$ cat config.mk
export PLATFORM = sky130hd
export DESIGN_NAME = score_keeper_flat
export DESIGN_NICKNAME = d
export VERILOG_FILES = /design/src/rtl/score_keeper_if.sv /design/src/rtl/score_keeper.sv /design/src/flat_wrapper.sv
export SDC_FILE = /design/constraint.sdc
export NUM_CORES = 1
export LEC_CHECK = 0
export ABC_AREA = 0
export CAP_MARGIN = 20
export CELL_PAD_IN_SITES_DETAIL_PLACEMENT = 0
export CELL_PAD_IN_SITES_GLOBAL_PLACEMENT = 1
export CORE_AREA = 3 3 68 70
export DETAILED_ROUTE_END_ITERATION = 10
export DIE_AREA = 0 0 71 73
export PLACE_DENSITY = 0.87
export SYNTH_ARGS = -nofsm -noshare
export SYNTH_HDL_FRONTEND = slang
export SYNTH_SLANG_ARGS = --single-unit
$ cat constraint.sdc
create_clock -name clk -period 3.95 [get_ports clk]
set_clock_uncertainty 0.2 [all_clocks]
set_input_delay 0.9875 -clock clk [delete_from_list [all_inputs] [get_ports clk]]
set_output_delay 0.9875 -clock clk [all_outputs]
set_load 0.03 [all_outputs]
$ cat src/rtl/score_keeper_if.sv
// Signal bundle between the round-victory detector / display side and score_keeper.
// gameFinished is a one-cycle valid strobe with no ready: winnerId is sampled only with it.
interface score_keeper_if;
  logic       gameFinished;
  logic       winnerId;
  logic [3:0] leftScore;
  logic [3:0] rightScore;
  logic [6:0] leftHex;
  logic [6:0] rightHex;
  logic       roundReset;
  logic       matchOver;
  logic       matchWinner;
  logic [1:0] dbgState;

  modport master (
    output gameFinished, winnerId,
    input  leftScore, rightScore, leftHex, rightHex,
    input  roundReset, matchOver, matchWinner, dbgState
  );

  modport slave (
    input  gameFinished, winnerId,
    output leftScore, rightScore, leftHex, rightHex,
    output roundReset, matchOver, matchWinner, dbgState
  );
endinterface

$ cat src/rtl/score_keeper.sv
// Tug-of-war match score keeper: counts round wins, drives 7-seg digits, restarts rounds.
// Optional winner-digit blink is enabled with the SCORE_BLINK_EN macro.
module score_keeper #(
  parameter int WIN_SCORE    = 7,
  parameter int HOLD_CYCLES  = 4,
  parameter int BLINK_CYCLES = 2
) (
  input  logic           clk,
  input  logic           reset,
  score_keeper_if.slave  sk
);

  if (WIN_SCORE < 1 || WIN_SCORE > 9 || HOLD_CYCLES < 1 || BLINK_CYCLES < 1) begin : gBadParams
    $error("score_keeper: parameter out of range");
  end

  typedef enum logic [1:0] {
    PLAYING    = 2'd0,
    CELEBRATE  = 2'd1,
    MATCH_OVER = 2'd2
  } state_t;

  localparam int HW = (HOLD_CYCLES > 1) ? $clog2(HOLD_CYCLES) : 1;
  localparam logic [3:0]    WIN       = 4'(WIN_SCORE);
  localparam logic [HW-1:0] HOLD_LOAD = HW'(HOLD_CYCLES - 1);

  state_t        state, nextState;
  logic [3:0]    leftScore, rightScore;
  logic [HW-1:0] holdCnt;
  logic          winner;
  logic          roundReset;
  logic          accept;
  logic          finishRound;
  logic [3:0]    winnerScore;
  logic          blankWinner;

  function automatic logic [6:0] decode(input logic [3:0] v);
    case (v)
      4'd0:    decode = 7'b1000000;
      4'd1:    decode = 7'b1111001;
      4'd2:    decode = 7'b0100100;
      4'd3:    decode = 7'b0110000;
      4'd4:    decode = 7'b0011001;
      4'd5:    decode = 7'b0010010;
      4'd6:    decode = 7'b0000010;
      4'd7:    decode = 7'b1111000;
      4'd8:    decode = 7'b0000000;
      4'd9:    decode = 7'b0010000;
      default: decode = 7'b1111111;
    endcase
  endfunction

  assign winnerScore = winner ? rightScore : leftScore;

  // roundReset marks the playfield-clearing cycle, so strobes are refused while it is high.
  always_comb begin
    nextState   = state;
    accept      = 1'b0;
    finishRound = 1'b0;
    case (state)
      PLAYING: begin
        if (sk.gameFinished && !roundReset) begin
          accept    = 1'b1;
          nextState = CELEBRATE;
        end
      end
      CELEBRATE: begin
        if (holdCnt == '0) begin
          if (winnerScore == WIN) begin
            nextState = MATCH_OVER;
          end else begin
            nextState   = PLAYING;
            finishRound = 1'b1;
          end
        end
      end
      MATCH_OVER: nextState = MATCH_OVER;
      default:    nextState = PLAYING;
    endcase
  end

  always_ff @(posedge clk) begin
    if (reset) begin
      state <= PLAYING;
    end else begin
      state <= nextState;
    end
  end

  always_ff @(posedge clk) begin
    if (reset) begin
      leftScore  <= 4'd0;
      rightScore <= 4'd0;
      holdCnt    <= '0;
      winner     <= 1'b0;
      roundReset <= 1'b0;
    end else begin
      roundReset <= finishRound;
      if (accept) begin
        winner  <= sk.winnerId;
        holdCnt <= HOLD_LOAD;
        if (sk.winnerId) begin
          if (rightScore < WIN) rightScore <= rightScore + 4'd1;
        end else begin
          if (leftScore < WIN) leftScore <= leftScore + 4'd1;
        end
      end else if (state == CELEBRATE && holdCnt != '0) begin
        holdCnt <= holdCnt - 1'b1;
      end
    end
  end

`ifdef SCORE_BLINK_EN
  localparam int BW = (BLINK_CYCLES > 1) ? $clog2(BLINK_CYCLES) : 1;
  localparam logic [BW-1:0] BLINK_LAST = BW'(BLINK_CYCLES - 1);

  logic [BW-1:0] blinkCnt;
  logic          blinkOff;

  // Counter restarts on each round win so every celebration opens with the digit visible.
  always_ff @(posedge clk) begin
    if (reset || accept) begin
      blinkCnt <= '0;
      blinkOff <= 1'b0;
    end else if (state == CELEBRATE || state == MATCH_OVER) begin
      if (blinkCnt == BLINK_LAST) begin
        blinkCnt <= '0;
        blinkOff <= ~blinkOff;
      end else begin
        blinkCnt <= blinkCnt + 1'b1;
      end
    end
  end

  assign blankWinner = blinkOff && (state == CELEBRATE || state == MATCH_OVER);
`else
  assign blankWinner = 1'b0;
`endif

  assign sk.leftScore   = leftScore;
  assign sk.rightScore  = rightScore;
  assign sk.leftHex     = (blankWinner && !winner) ? 7'b1111111 : decode(leftScore);
  assign sk.rightHex    = (blankWinner &&  winner) ? 7'b1111111 : decode(rightScore);
  assign sk.roundReset  = roundReset;
  assign sk.matchOver   = (state == MATCH_OVER);
  assign sk.matchWinner = (state == MATCH_OVER) && winner;
  assign sk.dbgState    = state;

endmodule

$ cat src/flat_wrapper.sv
// flat-port wrapper written by rule: the top's interface ports become plain ports
module score_keeper_flat 
#(
  parameter int WIN_SCORE    = 7,
  parameter int HOLD_CYCLES  = 4,
  parameter int BLINK_CYCLES = 2
)
  (clk, reset, sk_gameFinished, sk_winnerId, sk_leftScore, sk_rightScore, sk_leftHex, sk_rightHex, sk_roundReset, sk_matchOver, sk_matchWinner, sk_dbgState);
  score_keeper_if sk_i ();
  input  logic clk;
  input  logic reset;
  input wire logic [$bits(sk_i.gameFinished)-1:0] sk_gameFinished;
  input wire logic [$bits(sk_i.winnerId)-1:0] sk_winnerId;
  output wire logic [$bits(sk_i.leftScore)-1:0] sk_leftScore;
  output wire logic [$bits(sk_i.rightScore)-1:0] sk_rightScore;
  output wire logic [$bits(sk_i.leftHex)-1:0] sk_leftHex;
  output wire logic [$bits(sk_i.rightHex)-1:0] sk_rightHex;
  output wire logic [$bits(sk_i.roundReset)-1:0] sk_roundReset;
  output wire logic [$bits(sk_i.matchOver)-1:0] sk_matchOver;
  output wire logic [$bits(sk_i.matchWinner)-1:0] sk_matchWinner;
  output wire logic [$bits(sk_i.dbgState)-1:0] sk_dbgState;
  assign sk_i.gameFinished = sk_gameFinished;
  assign sk_i.winnerId = sk_winnerId;
  assign sk_leftScore = sk_i.leftScore;
  assign sk_rightScore = sk_i.rightScore;
  assign sk_leftHex = sk_i.leftHex;
  assign sk_rightHex = sk_i.rightHex;
  assign sk_roundReset = sk_i.roundReset;
  assign sk_matchOver = sk_i.matchOver;
  assign sk_matchWinner = sk_i.matchWinner;
  assign sk_dbgState = sk_i.dbgState;
  score_keeper #(.WIN_SCORE(WIN_SCORE), .HOLD_CYCLES(HOLD_CYCLES), .BLINK_CYCLES(BLINK_CYCLES)) u_core (.clk(clk), .reset(reset), .sk(sk_i));
endmodule
==> results.yml, run 1 <==
pwr:
  switching_power_mw: 0.167
  swShare: 0.281
  p_per_area_mw_per_mm2: 302
  p_comb_frac: 0.228
  p_int_mw: 0.426
  p_clk_frac: 0.251
  vdd_drop_max_uv: 101
  power_leakage_nw: 0.806
  power_frac_seq: 0.521
clocking:
  max-clock-path-buffers: 2
  cts_resized: 0
  clkLatencyLatePin_ps: 270
  cts_buffers: 3
  cts.sinks: 28
  cts_root_buf: "clkbuf_8"
  cts.clk_slew.worst_paths_ps: 90
  h-tree-depth: 1
  cts_tree: "built"
  postCtsSetupBuffers: 0
  hold_buffers: 0
synth:
  synth-seq-cells: 28
  ys.flop_type: "dfxtp_1"
  syn_area_per_cell_um2: 8.92
  yosysWarnings: 0
  synth-seq-area-share: 0.365
  async_reset_ff_frac: 0
  synth_top_area_frac: 0.365
  synth_edf_count: 0
  syn_area_mm2: 0.00153
  synth_largest_area_cell: "dfxtp_1"
  synth.area.top_cells: "dfxtp_1 (37%), ha_1 (11%), inv_1 (3.4%)"
  yosysMostFrequentCell: "dfxtp_1"
  syn_inst: 172
  ys_types: 49
  syn_nets: 189
  synthTopCellsByCount: "dfxtp_1 (28), inv_1 (14), ha_1 (13), nand2_1 (10), nor2_1 (9)"
global_routing:
  grt_pass1_wl_um: 5780
  grt_max_degree: 16
  first_global_vias: 1243
  grt_overflow: 0
  antenna_found_initial: 0
  track_usage: 0.136
min_path:
  min_to: "u_core.winner$_SDFFE_PP0P_"
  hp-class: "register to register"
  min_from: "u_core.winner$_SDFFE_PP0P_"
  worst_hold_path.num_cells: 2
worst_setup_path:
  arrival_ps: 3450
  r2r_start: "u_core.sk.leftScore[0]$_SDFFE_PP0P_"
  r2r_end: "u_core.sk.leftHex[4]$_DFF_P_"
  crit_path_end_kind: "register"
  crit_type: "input port to register"
  reg2regPathDepth: 9
  worstPathMaxFanout: 15
  worstPathRequired_ps: 3900
  startpoint_type: "input port"
  ff2ff_setup_slack_ps: 950
cells_and_area:
  area_growth_pct: 27.9
  final_nets: 223
  antenna_cells: 0
  postLayoutCellArea_mm2: 0.00196
  drive_gt1_frac: 0.0833
placement:
  port_buffers: 30
  gp_congestion: 0.888
  hpwl_um: 2600
  placed_cell_area_mm2: 0.00192
routing:
  drt-wirelength-per-cell_um: 13.5
  dr_total_vias: 1344
  drc: 0
  ant_nets: 0
  avgViaCountPerCell: 5.29
  dr.first_iter.drc_count: 79
  drt-total-wl_um: 3440
  firstDrtPassIters: 4
floorplan:
  io_pins: 31
  die_h_um: 73
  initial_utilization: 0.381
  placementRows: 23
  core-area_mm2: 0.00403
  die_w_um: 71
  dieArea_mm2: 0.00518
timing:
  tightest_slew_ps: 602
  hold_violations: 0
  report.final.slew_viol_count: 0
  period_needed_ps: 3500
  finalSetupTns_ps: 0
  fmax_ghz: 0.286
  finalSetupViolations: 0
  maxSlewHeadroom: 0.593
  finalCritPeriodShare: 0.886
  rsz0062_at_grt: "false"
outcome:
  outcome: "completed"
job:
  cap_violations: 0
-- worst max-delay path by stage --
| stage | start | to | slack (ps) | depth (start not counted) |
|---|---|---|---|---|
| floorplan | sk_gameFinished | u_core.sk.leftHex[4]$_DFF_P_ | 450 | 8 |
| finish | sk_gameFinished | u_core.sk.rightHex[4]$_DFF_P_ | 450 | 9 |
| CTS | sk_gameFinished | u_core.sk.rightHex[4]$_DFF_P_ | 450 | 9 |
| global route | sk_gameFinished | u_core.sk.rightHex[4]$_DFF_P_ | 300 | 9 |
| global placement | sk_gameFinished | u_core.sk.rightHex[4]$_DFF_P_ | 170 | 9 |
| detailed placement | sk_gameFinished | u_core.sk.rightHex[4]$_DFF_P_ | 170 | 9 |
-- power groups by stage --
stage | Clock [mW] | Combinational (mW) | Sequential (mW)
finish | 0.149 | 0.135 | 0.309
global route | 0.168 | 0.147 | 0.311
CTS | 0.158 | 0.136 | 0.309
detailed placement | 0 | 0.135 | 0.316
global placement | 0 | 0.136 | 0.316
floorplan | 0 | 0.0603 | 0.340
-- through the flow --
stage               std cells  setup slack (ps)  power [mW]  hold WS, ps  utilization
finish                    254               448       0.593          297        0.487
floorplan                 172               453       0.400          258            -
detailed placement        251               174       0.451          288        0.477
global route              254               299       0.627          360        0.487
global placement          251               175       0.451          282        0.477
CTS                       254               449       0.602          301        0.487
-- placed cells by master (no fill, tap or decap), types with 4 or more instances in the layout --
| cell type | count |
|---|---|
| a21oi_1 | 6 |
| o21ai_0 | 7 |
| buf_4 | 8 |
| a211oi_1 | 6 |
| inv_1 | 14 |
| or2_2 | 4 |
| nor2_1 | 9 |
| nand2_1 | 10 |
| dfxtp_1 | 28 |
| clkdlybuf4s50_1 | 30 |
| nor2b_1 | 6 |
| mux2i_1 | 5 |
| ha_1 | 13 |
-- logic make-up (layout without fill, tap and decap cells) --
logic type / count (synthesis) / count (layout) / share of synthesized area
AO/OA/AOI/OAI: 47 / 47 / 0.224
XOR/XNOR: 2 / 2 / 0.0114
adder cells (fa/ha/maj): 13 / 13 / 0.106
buffers and inverters: 23 / 55 / 0.0579
flip-flops: 28 / 28 / 0.365
multiplexers: 5 / 5 / 0.0326
AND/OR/NAND/NOR: 54 / 54 / 0.202
-- area by class of cell --
| class | instances | area, um^2 |
|---|---|---|
| Multi-Input combinational cell | 121 | 885 |
| Clock buffer | 3 | 41.3 |
| Sequential cell | 28 | 561 |
| Tap cell | 50 | 62.6 |
| Timing Repair Buffer | 38 | 360 |
| Inverter | 14 | 52.6 |
| Fill cell | 400 | 2070 |
-- registers in the layout (all words and copies together) (netlist names) --
register,count
u_core.holdCnt,2
u_core.sk.dbgState,2
u_core.sk.leftHex,7
u_core.sk.leftScore,4
u_core.sk.rightHex,7
u_core.sk.rightScore,4
u_core.sk.roundReset,1
u_core.winner,1
-- routing by layer --
layer	up-vias	wire length, um	share of wire	global-route usage
li1	688	-	-	-
met1	629	1810	0.53	0.204
met2	25	1490	0.43	0.203
met3	2	103	0.030	0.0138
met4	0	33	0.0096	0.0438
met5	-	0	0	0
-- worst max-delay path: stages --
cell,delay [ps]
clkdlybuf4s50_1,470
or4b_1,480
buf_4,220
nor4_1,450
o21a_1,270
ha_1,210
nand2_1,70
a22oi_1,170
o221ai_1,130
No activity file was read; power rests on OpenSTA's default activity.
==> inputs of run 2 (changes only) <==
- CORE_AREA: 3 3 68 70 -> 2 2 67 69
- DIE_AREA: 0 0 71 73 -> 0 0 69 71
==> results.yml, run 2 (synthesis results as in run 1) <==
cells_and_area:
  antenna_cells: 0
  final_nets: 222
  final_common_cell: "clkdlybuf4s50_1"
  area_growth_pct: 29.5
  drive_gt1_frac: 0.0833
  final_cell_mix: "clkdlybuf4s50_1 (30), dfxtp_1 (28), inv_1 (14)"
timing:
  period_needed_ps: 3540
  tightest_slew_ps: 623
  finalSetupTns_ps: 0
  maxSlewHeadroom: 0.579
  hold_violations: 0
  fmax_ghz: 0.283
  report.final.slew_viol_count: 0
  finalCritPeriodShare: 0.895
  finalSetupViolations: 0
  rsz0062_at_grt: "false"
worst_setup_path:
  crit_chain: "clkdlybuf4s50_1, or4b_1, buf_4, nor4_1, o21a_1, ha_1, nand2_1, a22oi_1, o221ai_1"
  critPathMaxStageDelay_ps: 480
  crit_type: "input port to register"
  worstPathRequired_ps: 3910
  slowest_stage: "or4b_1"
  startpoint_type: "input port"
  arrival_ps: 3490
  crit_path_end_kind: "register"
  worstPathMaxFanout: 15
routing:
  dr.first_iter.drc_count: 102
  firstDrtPassIters: 4
  drt-total-wl_um: 3430
  ant_nets: 0
  avgViaCountPerCell: 5.32
  drt-wirelength-per-cell_um: 13.4
  drc: 0
  dr_total_vias: 1362
pwr:
  p_per_area_mw_per_mm2: 339
  swShare: 0.266
  switching_power_mw: 0.179
  power_leakage_nw: 0.814
  vdd_drop_max_uv: 157
  p_clk_frac: 0.338
  finalPower_mw: 0.673
  p_comb_frac: 0.203
  power_frac_seq: 0.459
  p_int_mw: 0.494
floorplan:
  io_pins: 31
  die_w_um: 69
  placementRows: 24
  die_h_um: 71
  core-area_mm2: 0.00420
  initial_utilization: 0.365
  dieArea_mm2: 0.00490
min_path:
  hp-class: "register to register"
clocking:
  cts.sinks: 28
  h-tree-depth: 1
  postCtsSetupBuffers: 0
  cts_tree: "built"
  cts_root_buf: "clkbuf_8"
  clkLatencyLatePin_ps: 280
  cts_buffers: 3
  max-clock-path-buffers: 2
  cts.clk_slew.worst_paths_ps: 100
  cts_resized: 0
  hold_buffers: 0
job:
  cap_violations: 0
global_routing:
  grtUsageMet1: 0.204
  grt_max_degree: 17
  track_usage: 0.146
  grt_pass1_wl_um: 5970
  busiest_layer: "met2"
  grt_use_met2: 0.234
  use_met3: 0.0256
  antenna_found_initial: 0
  grt_overflow: 0
  first_global_vias: 1268
placement:
  gp_congestion: 0.844
  port_buffers: 30
  hpwl_um: 2600
outcome:
  outcome: "completed"
run 2: cell count changes in the layout (fill, tap and decap cells not counted):
cell,change
bufinv_16,+1
buf_4,-1
run 2: power groups by stage:
stage                     sequential (mW)  combinational, mW  clock, mW
after floorplan                     0.340             0.0603          0
after global placement              0.316              0.136          0
after detailed placement            0.316              0.136          0
after CTS                           0.309              0.137      0.234
after global routing                0.311              0.150      0.244
final                               0.309              0.137      0.227
run 2: worst max-delay path, delay by kind of cell:
family                     cells  cell delay (ps)
buffers and inverters          2              680
AOI/OAI and AO/OA              3              590
and+or+nand+nor                3             1000
adders and majority gates      1              230
run 2: per-layer routing:
layer | wire [um] | vias up
li1 | - | 688
met1 | 1720 | 643
met2 | 1570 | 29
met3 | 116 | 2
met4 | 28 | 0
met5 | 0 | -
run 2: layout make-up:
class	count	area, um^2
well taps	52	65.1
clock buffers	3	41.3
fillers	416	2220
repair buffers	37	353
flip-flops and latches	28	561
inverters	14	52.6
clock inverters	1	30.0
multi-input cells	121	885
run 2: metrics by stage:
| step | setup slack (ps) | cell area, um^2 | hold WS, ps | cells | util |
|---|---|---|---|---|---|
| floorplan | 453 | 1530 | 258 | 172 | - |
| global placement | 140 | 1920 | 275 | 252 | 0.456 |
| detailed placement | 152 | 1920 | 278 | 252 | 0.456 |
| CTS | 440 | 1990 | 294 | 256 | 0.473 |
| global route | 260 | 1990 | 311 | 256 | 0.473 |
| finish | 415 | 1990 | 291 | 256 | 0.473 |
run 2: final timing paths:
path	start	end	slack, ps	cells after the start
worst min register to register	u_core.winner$_SDFFE_PP0P_	u_core.winner$_SDFFE_PP0P_	290	2
worst max register to register	u_core.sk.leftScore[0]$_SDFFE_PP0P_	u_core.sk.leftHex[4]$_DFF_P_	980	9
worst min-delay path	u_core.winner$_SDFFE_PP0P_	u_core.winner$_SDFFE_PP0P_	290	2
worst max-delay path	sk_gameFinished	u_core.sk.rightHex[4]$_DFF_P_	410	9
